`config.mk`:
```
export PLATFORM = sky130hd
export DESIGN_NAME = fdce_delay_line_hme
export DESIGN_NICKNAME = d
export VERILOG_FILES = /design/src/rtl/fdce_delay_line_hme.sv
export SDC_FILE = /design/constraint.sdc
export NUM_CORES = 1
export LEC_CHECK = 0
export ABC_AREA = 1
export ABC_CLOCK_PERIOD_IN_PS = 3700
export BUFFER_PORTS_ARGS = -buffer_cell sky130_fd_sc_hd__clkbuf_2
export CORE_MARGIN = 2
export CORE_UTILIZATION = 59
export DETAILED_ROUTE_END_ITERATION = 10
export HOLD_SLACK_MARGIN = 0.03
export PLACE_DENSITY = 0.82
export SYNTH_ARGS = -nofsm -noshare
export SYNTH_HDL_FRONTEND = slang
export SYNTH_SLANG_ARGS = --single-unit
```
`constraint.sdc`:
```
create_clock -name C -period 3.7 [get_ports C]
set_input_delay 0.74 -clock C [delete_from_list [all_inputs] [get_ports C]]
set_output_delay 0.74 -clock C [all_outputs]
set_load 0.05 [all_outputs]
```
`src/rtl/fdce_delay_line_hme.sv`:
```
`default_nettype none
// ============================================================================
// Module   : fdce_delay_line_hme
// Purpose  : Clock-enabled WIDTH x DEPTH delay line with runtime output tap,
//            synchronous flush and a registered occupancy count.
// Option   : define FDCE_DL_PARITY_EN to store and check per-stage even parity.
// Revision : 1.0 - initial release
// ============================================================================
module fdce_delay_line_hme #(
    parameter int               WIDTH = 8,
    parameter int               DEPTH = 4,
    parameter logic [WIDTH-1:0] INIT  = '0,
    parameter int               SELW  = (DEPTH > 1) ? $clog2(DEPTH) : 1,
    parameter int               CNTW  = $clog2(DEPTH + 1)
) (
    input  logic             C,
    input  logic             CLR_N,
    input  logic             CE,
    input  logic             FLUSH,
    input  logic [WIDTH-1:0] D,
    input  logic             DV,
    input  logic             DP,
    input  logic [SELW-1:0]  SEL,
    output logic [WIDTH-1:0] Q,
    output logic             QV,
    output logic [CNTW-1:0]  CNT,
    output logic             BUSY,
    output logic             PERR
);

    logic [WIDTH-1:0] data_q [DEPTH];
    logic [WIDTH-1:0] data_d [DEPTH];
    logic [DEPTH-1:0] valid_q;
    logic [DEPTH-1:0] valid_d;
    logic [CNTW-1:0]  cnt_q;
    logic [CNTW-1:0]  cnt_d;
    logic [SELW-1:0]  w_tap;

    always_comb begin
        data_d  = data_q;
        valid_d = valid_q;
        cnt_d   = cnt_q;
        if (FLUSH) begin
            // Data words stay in place; only their valid flags are dropped.
            valid_d = '0;
            cnt_d   = '0;
        end else if (CE) begin
            data_d[0]  = D;
            valid_d[0] = DV;
            for (int k = 1; k < DEPTH; k++) begin
                data_d[k]  = data_q[k-1];
                valid_d[k] = valid_q[k-1];
            end
            cnt_d = cnt_q + CNTW'(DV) - CNTW'(valid_q[DEPTH-1]);
        end
    end

    always_ff @(posedge C) begin
        if (!CLR_N) begin
            for (int k = 0; k < DEPTH; k++) begin
                data_q[k] <= INIT;
            end
            valid_q <= '0;
            cnt_q   <= '0;
        end else begin
            data_q  <= data_d;
            valid_q <= valid_d;
            cnt_q   <= cnt_d;
        end
    end

    generate
        if (DEPTH > 1) begin : g_tap_mux
            localparam logic [SELW-1:0] c_LAST_STAGE = SELW'(DEPTH - 1);
            assign w_tap = (SEL > c_LAST_STAGE) ? c_LAST_STAGE : SEL;
        end else begin : g_tap_fixed
            logic w_unused_sel;
            assign w_unused_sel = ^SEL;
            assign w_tap        = '0;
        end
    endgenerate

    assign Q    = data_q[w_tap];
    assign QV   = valid_q[w_tap];
    assign CNT  = cnt_q;
    assign BUSY = (cnt_q != '0);

`ifdef FDCE_DL_PARITY_EN
    logic [DEPTH-1:0] par_q;
    logic [DEPTH-1:0] par_d;

    always_comb begin
        par_d = par_q;
        if (!FLUSH && CE) begin
            par_d[0] = DP;
            for (int k = 1; k < DEPTH; k++) begin
                par_d[k] = par_q[k-1];
            end
        end
    end

    always_ff @(posedge C) begin
        if (!CLR_N) begin
            par_q <= {DEPTH{^INIT}};
        end else begin
            par_q <= par_d;
        end
    end

    assign PERR = QV & ((^Q) != par_q[w_tap]);
`else
    logic w_unused_dp;
    assign w_unused_dp = DP;
    assign PERR        = 1'b0;
`endif

endmodule
`default_nettype wire

```
==> impl_results.md, run 1 <==
- CP Data Required Time: 2.96 ns
- Clk_lat worst skew: 0.34 ns
- IO Port Bufs: 27
- Max IR drop VDD: 0.364 mV
- Ant diodes: 0
- Setup Skew: 0.00448 ns
- Area leader, netlist: dfxtp_1
- Setup crit start kind: input port
- Placement row count: 19
- Place WS: 0.904 ns
- Run status: completed
- Synth Area in XOR/XNOR: 0%
- Core area: 2780 sq um
- DRT Pass-1 Iters: 4
- Final Total Pwr: 0.824 mW
- Worst Path Arrival: 2.07 ns
- Synth Warn #: 0
- Post-Synth Simple-Gate Area: 23.5%
- Setup ws final: 0.893 ns
- Register Area: 781 sq um
- M3 GR Usage: 8.48%
- Vias per inst: 5.49
- Final setup vio count: 0
- Power Density: 443 nW/um^2
- Grt total ovfl: 0
- Via Count: 1576
- Rel. slew slack: 64.7%
- Synth top area cells: dfxtp_1 45%, nor2_1 17%, o21ai_0 13%, buf_6 3.9%, o22ai_1 3.3%
- Endpoints failing hold: 0
- Synthesized Nets: 254
- Total number of H-tree levels: 2
- DRC errors left: 0
- I/O pin total: 30
- Most frequent cells in the layout: 80 x nor2_1, 44 x o21ai_0, 39 x dfxtp_1, 27 x clkbuf_2, 12 x nand2_1
- Top_reg_cell synth: dfxtp_1
- First-pass GRT wire length: 5640 microns
- Post-synth EDFFs: 0
- Clock slew at reported path FFs: 0.11 ns
- Clock sinks: 39
- Commonest non-fill, non-tap cell in the layout: nor2_1
- Initial Util: 62.2%
- Synth Instances: 235
- Maximum root-to-sink buffer count: 2
- First DRT Iteration DRCs: 75
- Initial antenna violation count: 0
- Yosys top cell area share: 45.1%
- Vias in the first global route: 1303
- Layout Nets: 275
- Sequential-to-total area share from yosys stat: 45.1%
- Met2 GRT Util: 34.3%
- Post-synthesis compound-gate area fraction: 20.0%
- CTS root buf: clkbuf_4
- Die Wd: 58.2 microns
- Post-Synth Adder-Cell Area: 2.60%
- Largest family of logic cells by synthesized area: simple AND/OR/NAND/NOR gates
- P&R area growth vs syn: 7.52%
- Post-synthesis cell type count: 20
- Resized cells post-CTS: 0
- Static leakage: 0.873 nW
- CTS Buf Count: 5
- Crit path max fanout: 19
- Tot GR Track Use: 22.0%
- Share of synthesized registers carrying an async set or reset: 0%
- CTS hold repair buffers: 0
- RSZ-0062 raised after global routing: no
- Die height: 58.2 microns
- GR peak layer: met2
- Die area: 3380 sq um
- Fin. max-slew vios: 0
- Number of fill cells in the layout: 272
- Avg Cell Area, Syn: 7.36 sq um
- Register bit total from synthesis: 39
- Pin count of the biggest net entering global routing: 34
- Fmax: 356 MHz
- Postcts setup bufs: 0
- DP HPWL: 2190 microns
- Routed WL per cell: 12.3 microns
- Final Core Density: 66.9%
- Fin Hold WS: 0.492 ns
- CP Class: input port to output pin
- Min Tclk post-route: 2.81 ns
- Final wirelength: 3520 microns
- Actual slew at the worst max-slew pin: 0.530 ns
- Worst Setup End Kind: output pin
- HP Class: flip-flop to flip-flop
- Tcrit/Tclk final: 75.9%
- Setup TNS: 0 ns
- Multi-input logic area: 802 sq um
- Met1 Use GR: 27.4%
- Synthesized area: 1730 sq um
- Share of cells above drive strength 1: 16.4%
- Mux cell area share after synthesis: 0%
- CTS tree: built
- Gpl congestion: 0.810
- MaxCap Viol Count: 0
- Antenna Nets Post-Route: 0
-- worst max-delay path: stages --
cell and delay [ns]:
clkbuf_2 0.25, inv_1 0.46, o21ai_0 0.15, o22ai_1 0.15, clkbuf_2 0.30
-- cells by family (layout without fill, tap and decap cells) --
logic type,after synthesis,count (layout)
AOI/OAI and AO/OA,67,67
adders and majority gates,3,3
buffers and inverters,25,46
DFF,39,39
other,1,1
and+or+nand+nor,100,100
-- path summary, 6_finish.rpt --
path / startpoint / endpoint / slack [ns] / depth (start not counted)
setup / recovery: SEL[0] / Q[3] / 0.89 / 5
hold / removal: valid_q[2] / valid_q[2] / 0.49 / 2
setup reg to reg: CNT[0] / CNT[2] / 2.02 / 11
hold reg to reg: valid_q[2] / valid_q[2] / 0.49 / 2
-- layout make-up --
| cell class | count | share of cell area, % |
|---|---|---|
| repair buffers | 27 | 7.26 |
| clock inverters | 1 | 0.269 |
| well taps | 31 | 2.08 |
| clock buffers | 6 | 2.76 |
| multi-input cells | 171 | 43.1 |
| flip-flops and latches | 39 | 42.0 |
| inverters | 12 | 2.56 |
-- flip-flops by register name, summed over array words and instances, names as in the netlist --
register,count
CNT,3
data_q,32
valid_q,4
-- per-stage QoR --
step,instance area [sq um],std cells
after global placement,1800,280
after global routing,1860,287
after CTS,1860,287
after detailed placement,1800,280
final,1860,287
after floorplan,1730,235
-- power by group --
part	switching (mW)	leakage (nW)	internal, mW
logic	0.105	0.519	0.0394
clock network	0.132	0.0341	0.0880
registers	0.0155	0.320	0.443
total	0.253	0.873	0.571
-- cell usage after synthesis, types with 2 or more instances --
cell / count
nor2_2: 5
a21oi_1: 6
ha_1: 2
buf_2: 2
inv_1: 10
o22ai_1: 9
nand2_1: 12
dfxtp_1: 39
nor2_1: 80
nand3_1: 2
clkbuf_1: 4
o21ai_0: 44
o21ai_1: 8
buf_6: 6
-- routing by layer --
layer	part of all wire, %	routed length, microns	up-vias
met3	6.0	210	4
met2	48	1680	42
li1	-	-	806
met5	0	0	-
met1	45	1600	724
met4	1.0	36	0
Power figures use the tool's default switching activity.
==> run 2, diff against run 1 <==
- ABC_AREA: 1 -> 0
- ABC_CLOCK_PERIOD_IN_PS: 3700 -> 2800
- CORE_UTILIZATION: 59 -> 55
- PLACE_DENSITY: 0.82 -> 0.77
- clock period: 3.7 -> 2.8 ns (I/O delays scaled with it)
==> impl_results.md, run 2 <==
- Run status: completed
- Actual slew at the worst max-slew pin: 0.506 ns
- Number of fill cells in the layout: 274
- CTS root buf: clkbuf_4
- Postcts setup bufs: 0
- DP HPWL: 2240 microns
- Synthesized Nets: 207
- Final wirelength: 3190 microns
- Gpl congestion: 0.729
- Setup TNS: 0 ns
- Synth Warn #: 0
- Power Density: 508 nW/um^2
- Total number of H-tree levels: 2
- CP Data Required Time: 2.24 ns
- Fmax: 442 MHz
- Clock slew at reported path FFs: 0.11 ns
- Final Cell Area: 1940 sq um
- Post-synthesis cell type count: 21
- Final Core Density: 63.6%
- Die area: 3680 sq um
- Post-place instance area: 1870 sq um
- DRT Pass-1 Iters: 4
- CTS tree: built
- R2r setup slk: 0.84 ns
- Pin count of the biggest net entering global routing: 34
- Largest Register: data_q
- Final setup vio count: 0
- Top cells by instance count after synthesis: 64 x nand2_1, 39 x dfxtp_1, 30 x a21boi_1
- Share of synthesized registers carrying an async set or reset: 0%
- DRC errors left: 0
- Area leader, netlist: dfxtp_1
- Yosys top cell area share: 44.2%
- Max IR drop VDD: 0.348 mV
- I/O pin total: 30
- Count leader, synth: nand2_1
- Place WS: 0.508 ns
- Grt total ovfl: 0
- Die Wd: 60.7 microns
- Clk_lat worst skew: 0.33 ns
- Setup Skew: 0.00195 ns
- Routed WL per cell: 12.5 microns
- Max reg flops: 32
- Crit path max fanout: 9
- CTS hold repair buffers: 0
- Synth Instances: 188
- Worst Setup End Kind: output pin
- MaxCap Viol Count: 0
- Share of cells above drive strength 1: 21.9%
- Synthesized area: 1770 sq um
- Sequential-to-total area share from yosys stat: 44.2%
- Static leakage: 0.759 nW
- Synth top area cells: dfxtp_1 44%, nand2_1 14%, a21boi_1 13%, mux4_2 11%, mux2i_1 3.4%
- Placement row count: 20
- Layout Nets: 228
- Clock sinks: 39
- Tcrit/Tclk final: 80.9%
- Register bit total from synthesis: 39
- HP Class: input port to flip-flop
- Antenna Nets Post-Route: 0
- Via Count: 1317
- Core area: 3050 sq um
- Fin. max-slew vios: 0
- Endpoints failing hold: 0
- Die height: 60.7 microns
- RSZ-0062 raised after global routing: no
- Resized cells post-CTS: 0
- CTS Buf Count: 5
- Fin Hold WS: 0.431 ns
- CP Class: input port to output pin
- Top_reg_cell synth: dfxtp_1
- Setup ws final: 0.536 ns
- First DRT Iteration DRCs: 116
- Commonest non-fill, non-tap cell in the layout: nand2_1
- Ant diodes: 0
- Initial Util: 57.9%
- Rel. slew slack: 66.3%
- Vias per inst: 5.19
- P&R area growth vs syn: 9.84%
- Min Tclk post-route: 2.26 ns
- Avg Cell Area, Syn: 9.40 sq um
- IO Port Bufs: 27
- Tot GR Track Use: 20.4%
- First-pass GRT wire length: 5510 microns
- Vias in the first global route: 1255
- Post-synth EDFFs: 0
- Maximum root-to-sink buffer count: 2
- Initial antenna violation count: 0
- Setup crit start kind: input port
- Most frequent cells in the layout: 64 x nand2_1, 39 x dfxtp_1, 30 x a21boi_1, 27 x clkbuf_2, 9 x mux4_2
- Worst Path Arrival: 1.70 ns
## run 2: layout make-up
class                      count  area (sq um)  area share (%)
clock buffer                   8          68.8            3.54
inverter                       5          18.8           0.966
multi-input combinational    129           868            44.7
sequential                    39           781            40.2
tap                           44          55.1            2.84
timing repair buffer          29           150            7.73
## run 2: final timing paths
path                     end  depth (start not counted)      start
setup reg to reg      CNT[2]                          8     CNT[0]
hold / removal    data_q[29]                          3       D[5]
setup / recovery        Q[3]                          3     SEL[0]
hold reg to reg    data_q[4]                          2  data_q[4]
## run 2: logic make-up after synthesis
kind of cell / after synthesis / synth area share, %
AOI/OAI and AO/OA: 34 / 14.5
xor gates and xnor gates: 1 / 0.495
adders and majority gates: 3 / 2.55
buffers and inverters: 20 / 6.72
DFF: 39 / 44.2
muxes: 15 / 14.9
other: 1 / 0.212
and+or+nand+nor: 75 / 16.5
## run 2: report_power, final
part           switching [mW]  total, mW  internal [mW]
Clock                   0.171      0.319          0.148
Combinational          0.0600     0.0965         0.0364
Sequential            0.00672      0.570          0.564
## run 2: per-layer routing
metal  global-route usage [%]  up-vias  wire, microns
met5                        0        -              0
met4                     7.45        0             31
met3                     5.97        4            134
met2                     35.9       26           1650
met1                     23.4      626           1370
li1                         -      661              -
## run 2: worst max-delay path, stage by stage
cell and delay [ns]:
clkbuf_2 0.31, mux4_2 0.57, clkbuf_2 0.25
## run 2: per-stage QoR
stage	power [mW]	instances
after floorplan	0.663	188
after global placement	0.676	246
after detailed placement	0.681	246
after CTS	0.998	254
after global routing	1.03	254
final	0.986	254
==> run 3, diff against run 2 <==
- ABC_AREA: 0 -> 1
- ABC_CLOCK_PERIOD_IN_PS: 2800 -> 1900
- CORE_UTILIZATION: 55 -> 49
- PLACE_DENSITY: 0.77 -> 0.73
- clock period: 2.8 -> 1.9 ns (I/O delays scaled with it)
==> impl_results.md, run 3 (synthesized netlist as in run 1, its figures left out) <==
- Worst path slowest cell: fa_1
- Endpoints failing hold: 0
- Setup Skew: 0.00840 ns
- Fin. max-slew vios: 0
- MaxCap Viol Count: 0
- Place WS: 0.231 ns
- First DRT Iteration DRCs: 92
- DP HPWL: 2230 microns
- Maximum root-to-sink buffer count: 2
- Vias in the first global route: 1416
- Antenna Nets Post-Route: 0
- Die Wd: 63.4 microns
- Run status: completed
- Clock power share: 24.2%
- Via Count: 1574
- CTS tree: built
- Static leakage: 0.947 nW
- Layout Nets: 280
- Fmax: 597 MHz
- DRT Pass-1 Iters: 4
- Setup TNS: 0 ns
- Clock sinks: 39
- CP Class: flip-flop to flip-flop
- Crit path max fanout: 3
- Tot GR Track Use: 19.6%
- CP Data Required Time: 2.15 ns
- HP Class: input port to flip-flop
- CTS Buf Count: 5
- Final Total Pwr: 1.65 mW
- Tcrit/Tclk final: 88.2%
- Final setup vio count: 0
- Worst Path Arrival: 1.93 ns
- Total number of H-tree levels: 2
- Core area: 3360 sq um
- CTS root buf: clkbuf_4
- Gate power share: 21.8%
- Final Cell Area: 2070 sq um
- Setup crit start kind: flip-flop
- Max reg flops: 32
- Sequential fraction of design power: 54.0%
- Sw frac: 30.8%
- Max IR drop VDD: 0.492 mV
- Worst-path cell chain: inv_1 -> ha_1 -> inv_1 -> ha_1 -> fa_1 -> inv_1 -> nand2_1 -> nand3_1 -> nand2_1 -> nand2_1 -> nor2_1
- Gpl congestion: 0.737
- Worst Setup End Kind: flip-flop
- Initial Util: 51.5%
- Min Tclk post-route: 1.68 ns
- IO Port Bufs: 27
- Post-place instance area: 2020 sq um
- CTS hold repair buffers: 0
- Pin count of the biggest net entering global routing: 33
- Clk_lat worst skew: 0.34 ns
- Die height: 63.4 microns
- Number of fill cells in the layout: 315
- Clock slew at reported path FFs: 0.11 ns
- Ant diodes: 0
- Vias per inst: 5.11
- Initial antenna violation count: 0
- Switching power: 0.508 mW
- Die area: 4020 sq um
- Routed WL per cell: 11.5 microns
- RSZ-0062 raised after global routing: no
- Setup ws final: 0.224 ns
- P&R area growth vs syn: 19.8%
- Commonest non-fill, non-tap cell in the layout: nor2_1
- Largest Register: data_q
- Postcts setup bufs: 0
- Resized cells post-CTS: 0
- DRC errors left: 0
- Fin Hold WS: 0.251 ns
- Power Density: 797 nW/um^2
- I/O pin total: 30
- First-pass GRT wire length: 6190 microns
- Share of cells above drive strength 1: 21.4%
- Most frequent cells in the layout: 80 x nor2_1, 44 x o21ai_0, 38 x dfxtp_1, 20 x clkbuf_2, 12 x nand2_1
- Grt total ovfl: 0
- Slowest stage delay, CP: 0.38 ns
- Placement row count: 21
- Final wirelength: 3560 microns
- Int Power: 1.14 mW
[run 3: changes by cell type in the layout (fill, tap and decap cells not counted), moves of 8 or more]
| cell | before | now |
|---|---|---|
| o21ai_1 | 0 | 8 |
| mux4_2 | 9 | 0 |
| a21boi_1 | 30 | 0 |
| o22ai_2 | 0 | 9 |
| o21ai_0 | 0 | 44 |
| nor2_1 | 7 | 80 |
| nand2_1 | 64 | 12 |
[run 3: power by group through the flow]
stage | logic, mW | clock network [mW] | registers (mW)
floorplan | 0.240 | 0 | 0.911
global placement | 0.357 | 0 | 0.910
detailed placement | 0.361 | 0 | 0.910
CTS | 0.363 | 0.413 | 0.892
global route | 0.395 | 0.452 | 0.900
finish | 0.361 | 0.400 | 0.892
[run 3: routing by layer]
metal | track usage [%] | share of wire (%) | vias to the layer above
met3 | 6.43 | 5.4 | 5
li1 | - | - | 813
met5 | 0 | 0 | -
met4 | 6.52 | 1.2 | 0
met2 | 31.4 | 46 | 35
met1 | 24.7 | 48 | 721
[run 3: final cells by class]
type,instances,area (sq um),area share [%]
clock buffer,7,45.0,2.17
clock inverter,1,5.00,0.241
inverter,12,47.5,2.29
multi-input combinational,171,858,41.4
sequential,39,782,37.7
tap,46,57.6,2.78
timing repair buffer,32,278,13.4
[run 3: path summary, 6_finish.rpt]
kind	from	end	slack (ns)	depth (start not counted)
max	CNT[0]	CNT[2]	0.22	11
min	D[7]	data_q[31]	0.25	3
max reg2reg	CNT[0]	CNT[2]	0.22	11
min reg2reg	valid_q[2]	valid_q[2]	0.49	2
[run 3: through the flow]
step                std cells  utilization (%)
global placement          300             60.2
global route              308             61.6
CTS                       308             61.6
finish                    308             61.6
floorplan                 235                -
detailed placement        300             60.2
[run 3: worst max-delay path: cells and delay by family, from the launching register on]
kind	cells	cell delay, ns
adders and majority gates	3	0.83
DFF	1	0.34
buffers and inverters	3	0.16
and+or+nand+nor	5	0.26
